--- config.mk ---
export PLATFORM = sky130hd
export DESIGN_NAME = literal_word_packer
export DESIGN_NICKNAME = d
export VERILOG_FILES = /design/src/rtl/literal_pack_pkg.sv /design/src/rtl/literal_pack_fifo.sv /design/src/rtl/literal_word_packer.sv
export SDC_FILE = /design/constraint.sdc
export NUM_CORES = 1
export LEC_CHECK = 0
export ABC_AREA = 1
export CORE_UTILIZATION = 41
export DETAILED_ROUTE_END_ITERATION = 8
export DONT_BUFFER_PORTS = 1
export SLEW_MARGIN = 40
export SYNTH_ARGS = -nofsm -noshare
export SYNTH_HDL_FRONTEND = slang
export SYNTH_SLANG_ARGS = --single-unit
--- constraint.sdc ---
create_clock -name clk -period 7.05 [get_ports clk]
set_input_delay 0.3525 -clock clk [delete_from_list [all_inputs] [get_ports clk]]
set_output_delay 0.3525 -clock clk [all_outputs]
set_load 0.02 [all_outputs]
--- src/rtl/literal_pack_pkg.sv ---
// Shared types and the literal classification helper
// for the literal word packer.
package literal_pack_pkg;

   typedef enum logic [1:0] {
      IDLE,
      HALF,
      FLUSH_PEND
   } state_e;

   localparam logic [7:0]  CLS_ZERO = 8'h00;
   localparam logic [7:0]  CLS_ONES = 8'hFF;
   localparam logic [7:0]  CLS_LO   = 8'h10;
   localparam logic [7:0]  CLS_HI   = 8'h20;
   localparam logic [15:0] PAD_WORD = 16'h0000;

   function automatic logic [1:0] lit_tag(
      input logic [15:0] first,
      input logic [15:0] second,
      input logic [15:0] match
   );
      logic [1:0] t;
      t[0] = (first == match) || (second == match);
      t[1] = first[15:8] inside {CLS_ZERO, CLS_ONES, [CLS_LO:CLS_HI]};
      return t;
   endfunction

endpackage

--- src/rtl/literal_pack_fifo.sv ---
// Synchronous FIFO holding tagged packed entries; head is
// presented combinationally from the read pointer.
module literal_pack_fifo #(
   parameter int WIDTH = 34,
   parameter int DEPTH = 4
) (
   input  logic                       clk,
   input  logic                       rst,
   input  logic                       push_i,
   input  logic [WIDTH-1:0]           push_data_i,
   input  logic                       pop_i,
   output logic [$clog2(DEPTH+1)-1:0] count_o,
   output logic [WIDTH-1:0]           head_o
);

   localparam int AW = $clog2(DEPTH);
   localparam int CW = $clog2(DEPTH + 1);
   localparam logic [CW-1:0] FULL_C = CW'(DEPTH);

   logic [WIDTH-1:0] mem_q [DEPTH];
   logic [AW-1:0]    wr_ptr_q, rd_ptr_q;
   logic [CW-1:0]    count_q, count_d;
   logic             push_ok, pop_ok;

   assign push_ok = push_i && (count_q != FULL_C);
   assign pop_ok  = pop_i && (count_q != '0);

   always_comb begin
      count_d = count_q;
      unique case ({push_ok, pop_ok})
         2'b10:   count_d = count_q + 1'b1;
         2'b01:   count_d = count_q - 1'b1;
         default: count_d = count_q;
      endcase
   end

   always_ff @(posedge clk or posedge rst) begin
      if (rst) begin
         for (int i = 0; i < DEPTH; i++) begin
            mem_q[i] <= '0;
         end
         wr_ptr_q <= '0;
         rd_ptr_q <= '0;
         count_q  <= '0;
      end else begin
         if (push_ok) begin
            mem_q[wr_ptr_q] <= push_data_i;
            wr_ptr_q        <= wr_ptr_q + 1'b1;
         end
         if (pop_ok) begin
            rd_ptr_q <= rd_ptr_q + 1'b1;
         end
         count_q <= count_d;
      end
   end

   assign count_o = count_q;
   assign head_o  = mem_q[rd_ptr_q];

endmodule

--- src/rtl/literal_word_packer.sv ---
// Packs pairs of 16-bit literal words into tagged 32-bit
// entries and counts occurrences of the match literal.
module literal_word_packer
   import literal_pack_pkg::*;
#(
   parameter int          FIFO_DEPTH = 4,
   parameter logic [15:0] MATCH_WORD = 16'h1234
) (
   input  logic        clk,
   input  logic        rst,
   input  logic        in_valid,
   output logic        in_ready,
   input  logic [15:0] in_word,
   input  logic        flush,
   output logic        out_valid,
   input  logic        out_ready,
   output logic [31:0] out_data,
   output logic [1:0]  out_tag,
   output logic [7:0]  match_count
);

   localparam int CW = $clog2(FIFO_DEPTH + 1);
   localparam logic [CW-1:0] FULL_C = CW'(FIFO_DEPTH);

   state_e        state_q, state_d;
   logic [15:0]   hold_q, hold_d;
   logic [7:0]    match_q, match_d;
   logic          push;
   logic [33:0]   push_data;
   logic [33:0]   head;
   logic [CW-1:0] count;
   logic          full;
   logic          accept;

   assign full   = (count == FULL_C);
   assign accept = in_valid && in_ready;

   always_comb begin
      state_d   = state_q;
      hold_d    = hold_q;
      in_ready  = 1'b0;
      push      = 1'b0;
      push_data = '0;
      unique case (state_q)
         IDLE: begin
            in_ready = 1'b1;
            if (in_valid) begin
               hold_d  = in_word;
               state_d = HALF;
            end
         end
         HALF: begin
            in_ready = !full;
            if (in_valid && !full) begin
               push      = 1'b1;
               push_data = {lit_tag(hold_q, in_word, MATCH_WORD),
                            hold_q, in_word};
               hold_d    = '0;
               state_d   = IDLE;
            end else if (flush) begin
               state_d = FLUSH_PEND;
               if (!full) begin
                  push      = 1'b1;
                  // Second arg repeats first so padding never sets bit0
                  push_data = {lit_tag(hold_q, hold_q, MATCH_WORD),
                               hold_q, PAD_WORD};
                  hold_d    = '0;
                  state_d   = IDLE;
               end
            end
         end
         FLUSH_PEND: begin
            if (!full) begin
               push      = 1'b1;
               push_data = {lit_tag(hold_q, hold_q, MATCH_WORD),
                            hold_q, PAD_WORD};
               hold_d    = '0;
               state_d   = IDLE;
            end
         end
         default: state_d = IDLE;
      endcase
   end

   always_comb begin
      match_d = match_q;
      if (accept && (in_word == MATCH_WORD) && (match_q != 8'hFF)) begin
         match_d = match_q + 8'd1;
      end
   end

   always_ff @(posedge clk or posedge rst) begin
      if (rst) begin
         state_q <= IDLE;
         hold_q  <= '0;
         match_q <= '0;
      end else begin
         state_q <= state_d;
         hold_q  <= hold_d;
         match_q <= match_d;
      end
   end

   literal_pack_fifo #(
      .WIDTH (34),
      .DEPTH (FIFO_DEPTH)
   ) u_fifo (
      .clk         (clk),
      .rst         (rst),
      .push_i      (push),
      .push_data_i (push_data),
      .pop_i       (out_ready),
      .count_o     (count),
      .head_o      (head)
   );

   assign out_valid   = (count != '0);
   assign out_data    = head[31:0];
   assign out_tag     = head[33:32];
   assign match_count = match_q;

endmodule

==> impl_metrics.py <==
metrics = {
    "grt": {
        "antenna_found_initial": 0,
        "grt.overflow.total": 0,
        "grt_first_pass_wirelength_mm": 33.7,
        "grt_max_degree": 95,
        "grt_usage_pct": 21.9,
        "first_global_vias": 6138,
    },
    "clocking": {
        "clk_latency_ns": 0.44,
        "post_cts.repair.setup_buffers": 0,
        "clock_sinks": 169,
        "clkTransAtPathRegs_ns": 0.07,
        "cts_buffers": 17,
        "max-clock-path-buffers": 2,
        "cts_root_buffer": "clkbuf_16",
        "cts_tree": "yes",
        "h-tree-depth": 4,
    },
    "synth": {
        "synthCells": 1022,
        "yosys_warnings": 0,
        "avgSynthCellArea_um2": 7.89,
        "syn-cell-area_mm2": 0.00806,
        "synth-seq-cells": 169,
        "seq_area_frac_synth_pct": 52.5,
        "synth_fp_nets": 1053,
        "ys_types": 31,
    },
    "route": {
        "dr.pass1.iters": 5,
        "drt_iter0_drc": 516,
        "met3_length_mm": 1.25,
        "dr_wl_met2_mm": 9.43,
        "wl_met1_mm": 9.94,
        "wl_mm": 20.8,
        "wl_per_cell_um": 16.4,
        "ant_nets": 0,
        "dr.max_layer_used": "met4",
        "drc_errors": 0,
        "viasPerCell": 5.04,
        "via_count": 6396,
    },
    "finish": {
        "drive_above_1_share_pct": 5.25,
        "multi_input_area_mm2": 0.00333,
        "stdcell_area_mm2": 0.00882,
        "final_util_pct": 46.4,
        "layout_common_cells": "nand2_1 (380), dfrtp_1 (167), o21ai_0 (103)",
        "final_common_cell": "nand2_1",
        "num_antenna_cells": 0,
        "regArea_mm2": 0.00423,
        "num-fill-cells": 1960,
        "fin_nets": 1028,
        "area_growth_pct": 9.41,
    },
    "die": {
        "dieArea_mm2": 0.0202,
        "ioPinCount": 65,
        "rows": 50,
        "die_x_um": 142,
        "core-area_mm2": 0.0190,
        "die_h_um": 142,
        "start_util_pct": 42.4,
    },
    "pwr": {
        "p_switching_w": 0.00188,
        "sw_frac_of_total_pct": 44.1,
        "p_per_area_mw_per_mm2": 483,
        "leakage_nw": 4.38,
        "internal_power_w": 0.00238,
        "sequentialPowerShare_pct": 37.1,
        "ir_drop_mv": 0.195,
        "pwr-share-comb_pct": 39.8,
        "clock_power_share_pct": 23.1,
    },
    "sta": {
        "finalHoldViolCount": 0,
        "period_needed_ns": 2.90,
        "setup_viol": 0,
        "slew_violations": 0,
        "max-slew-margin-rel_pct": 46.4,
        "clock.fmax_mhz": 345,
        "worstMarginPinSlew_ns": 0.803,
        "worst_slack_ns": 4.15,
        "clock-skew-final_ns": 0.00887,
        "post-route-period-util_pct": 41.1,
        "setup_tns_ns": 0,
        "grt_setup_unrepaired": "no",
    },
    "critical_path": {
        "arrival_ns": 2.54,
        "worstPathMaxFanout": 34,
        "cp.required_ns": 6.70,
        "critPathKind": "reg -> out",
        "cp-end-kind": "output pin",
        "cp-start-kind": "flop",
    },
    "placed_design": {
        "placed_area_mm2": 0.00820,
        "io_buffers": 0,
        "routabilityCongestion": 0.849,
        "dpl_worst_slack_ns": 4.42,
        "hpwl_mm": 13.1,
    },
    "flow_run": {
        "cap_violations": 0,
    },
    "min_path": {
        "hold_path_class": "in -> reg",
    },
    "run_status": {
        "outcome": "finished, final reports clean",
    },
}
## logic make-up (layout without fill, tap and decap cells)
family / count (synthesis) / in the layout / synth area share, %
simple gates: 537 / 537 / 26.8
compound gates: 178 / 178 / 11.6
flops: 169 / 169 / 52.5
buf+inv: 117 / 105 / 6.24
xor+xnor: 11 / 11 / 1.20
fa+ha+maj: 10 / 10 / 1.65
## critical path: stages (launching register included)
cell and delay (ns):
dfrtp_2 0.73, inv_1 0.44, buf_4 0.34, o21ai_0 0.10, a21oi_1 0.06, a21oi_1 0.41
## routing by layer
layer  vias to the layer above  global-route usage [%]
met5                         -                       0
met3                        16                    6.09
li1                       3207                       -
met2                       123                    33.9
met1                      3050                    30.1
met4                         0                    5.77
## power by group through the flow
stage	clock network [W]	logic [W]	registers [W]
floorplan	0	0.00140	0.00151
global placement	0	0.00169	0.00158
detailed placement	0	0.00171	0.00159
CTS	0.000997	0.00172	0.00158
global route	0.00104	0.00193	0.00162
finish	0.000985	0.00169	0.00158
## through the flow
stage               hold slack [ns]  power, W  cells
floorplan                     0.437   0.00291   1022
global placement              0.438   0.00327   1237
detailed placement            0.352   0.00330   1237
CTS                          0.0210   0.00429   1270
global route                 0.0266   0.00458   1270
finish                       0.0354   0.00426   1270
## synth_stat cells
cell      instances  share of area [%]
nand2_1         380                 18
dfrtp_1         169                 52
o21ai_0         103                6.4
nor2_1           99                4.6
inv_1            63                2.9
o21ai_1          34                2.1
o22ai_1          33                2.6
nand3_1          23                1.4
clkbuf_1         21               0.98
buf_2            19                1.2
nor3_1           12               0.75
ha_1              9                1.4
xor2_1            7               0.76
a21oi_1           6               0.37
nor3b_1           6               0.56
nand4_1           5               0.39
buf_6             4               0.56
inv_2             4               0.19
nor2_4            4               0.56
xnor2_1           4               0.43
nand3b_1          3               0.28
buf_1             2              0.093
buf_4             2               0.19
clkbuf_2          2               0.12
o211ai_1          2               0.19
and2_1            1              0.078
fa_1              1               0.25
nand2_2           1              0.078
nand3_2           1               0.12
nand3_4           1               0.22
nor2_2            1              0.078
## repair_timing
item,4_1_cts,5_1_grt
hold buffers,1,0
hold endpoints to repair,93,0
resized for setup,0,0
## worst paths after layout
check                                                from                       endpoint  slack (ns)  cells after the start
setup / recovery           u_fifo.rd_ptr_q[1]$_DFFE_PP0P_                     out_tag[0]        4.15                      5
hold / removal                                 in_word[8]          hold_q[8]$_DFFE_PP0P_        0.04                      2
setup reg to reg                   state_q[1]$_DFFE_PP0P_   u_fifo.mem_q[54]$_DFFE_PP0P_        4.44                      9
hold reg to reg              u_fifo.mem_q[38]$_DFFE_PP0P_   u_fifo.mem_q[38]$_DFFE_PP0P_        0.47                      2
max in group asynchronous                             rst  u_fifo.mem_q[115]$_DFFE_PP0P_        5.40                      3
min in group asynchronous                             rst     match_count[7]$_DFFE_PP0P_        0.50                      2
## layout make-up
cell class | count | share of cell area, %
sequential | 169 | 48.0
multi-input combinational | 736 | 37.8
clock buffer | 19 | 5.02
tap | 260 | 3.69
inverter | 67 | 3.02
clock inverter | 13 | 1.90
timing repair buffer | 6 | 0.582
## flip-flops by register name, indices dropped and copies added (netlist names)
signal           flops
hold_q              16
u_fifo.count_o       3
u_fifo.wr_ptr_q      2
u_fifo.rd_ptr_q      2
u_fifo.mem_q       136
match_count          8
state_q              2
Note: power is estimated with default switching activity, not from simulation.
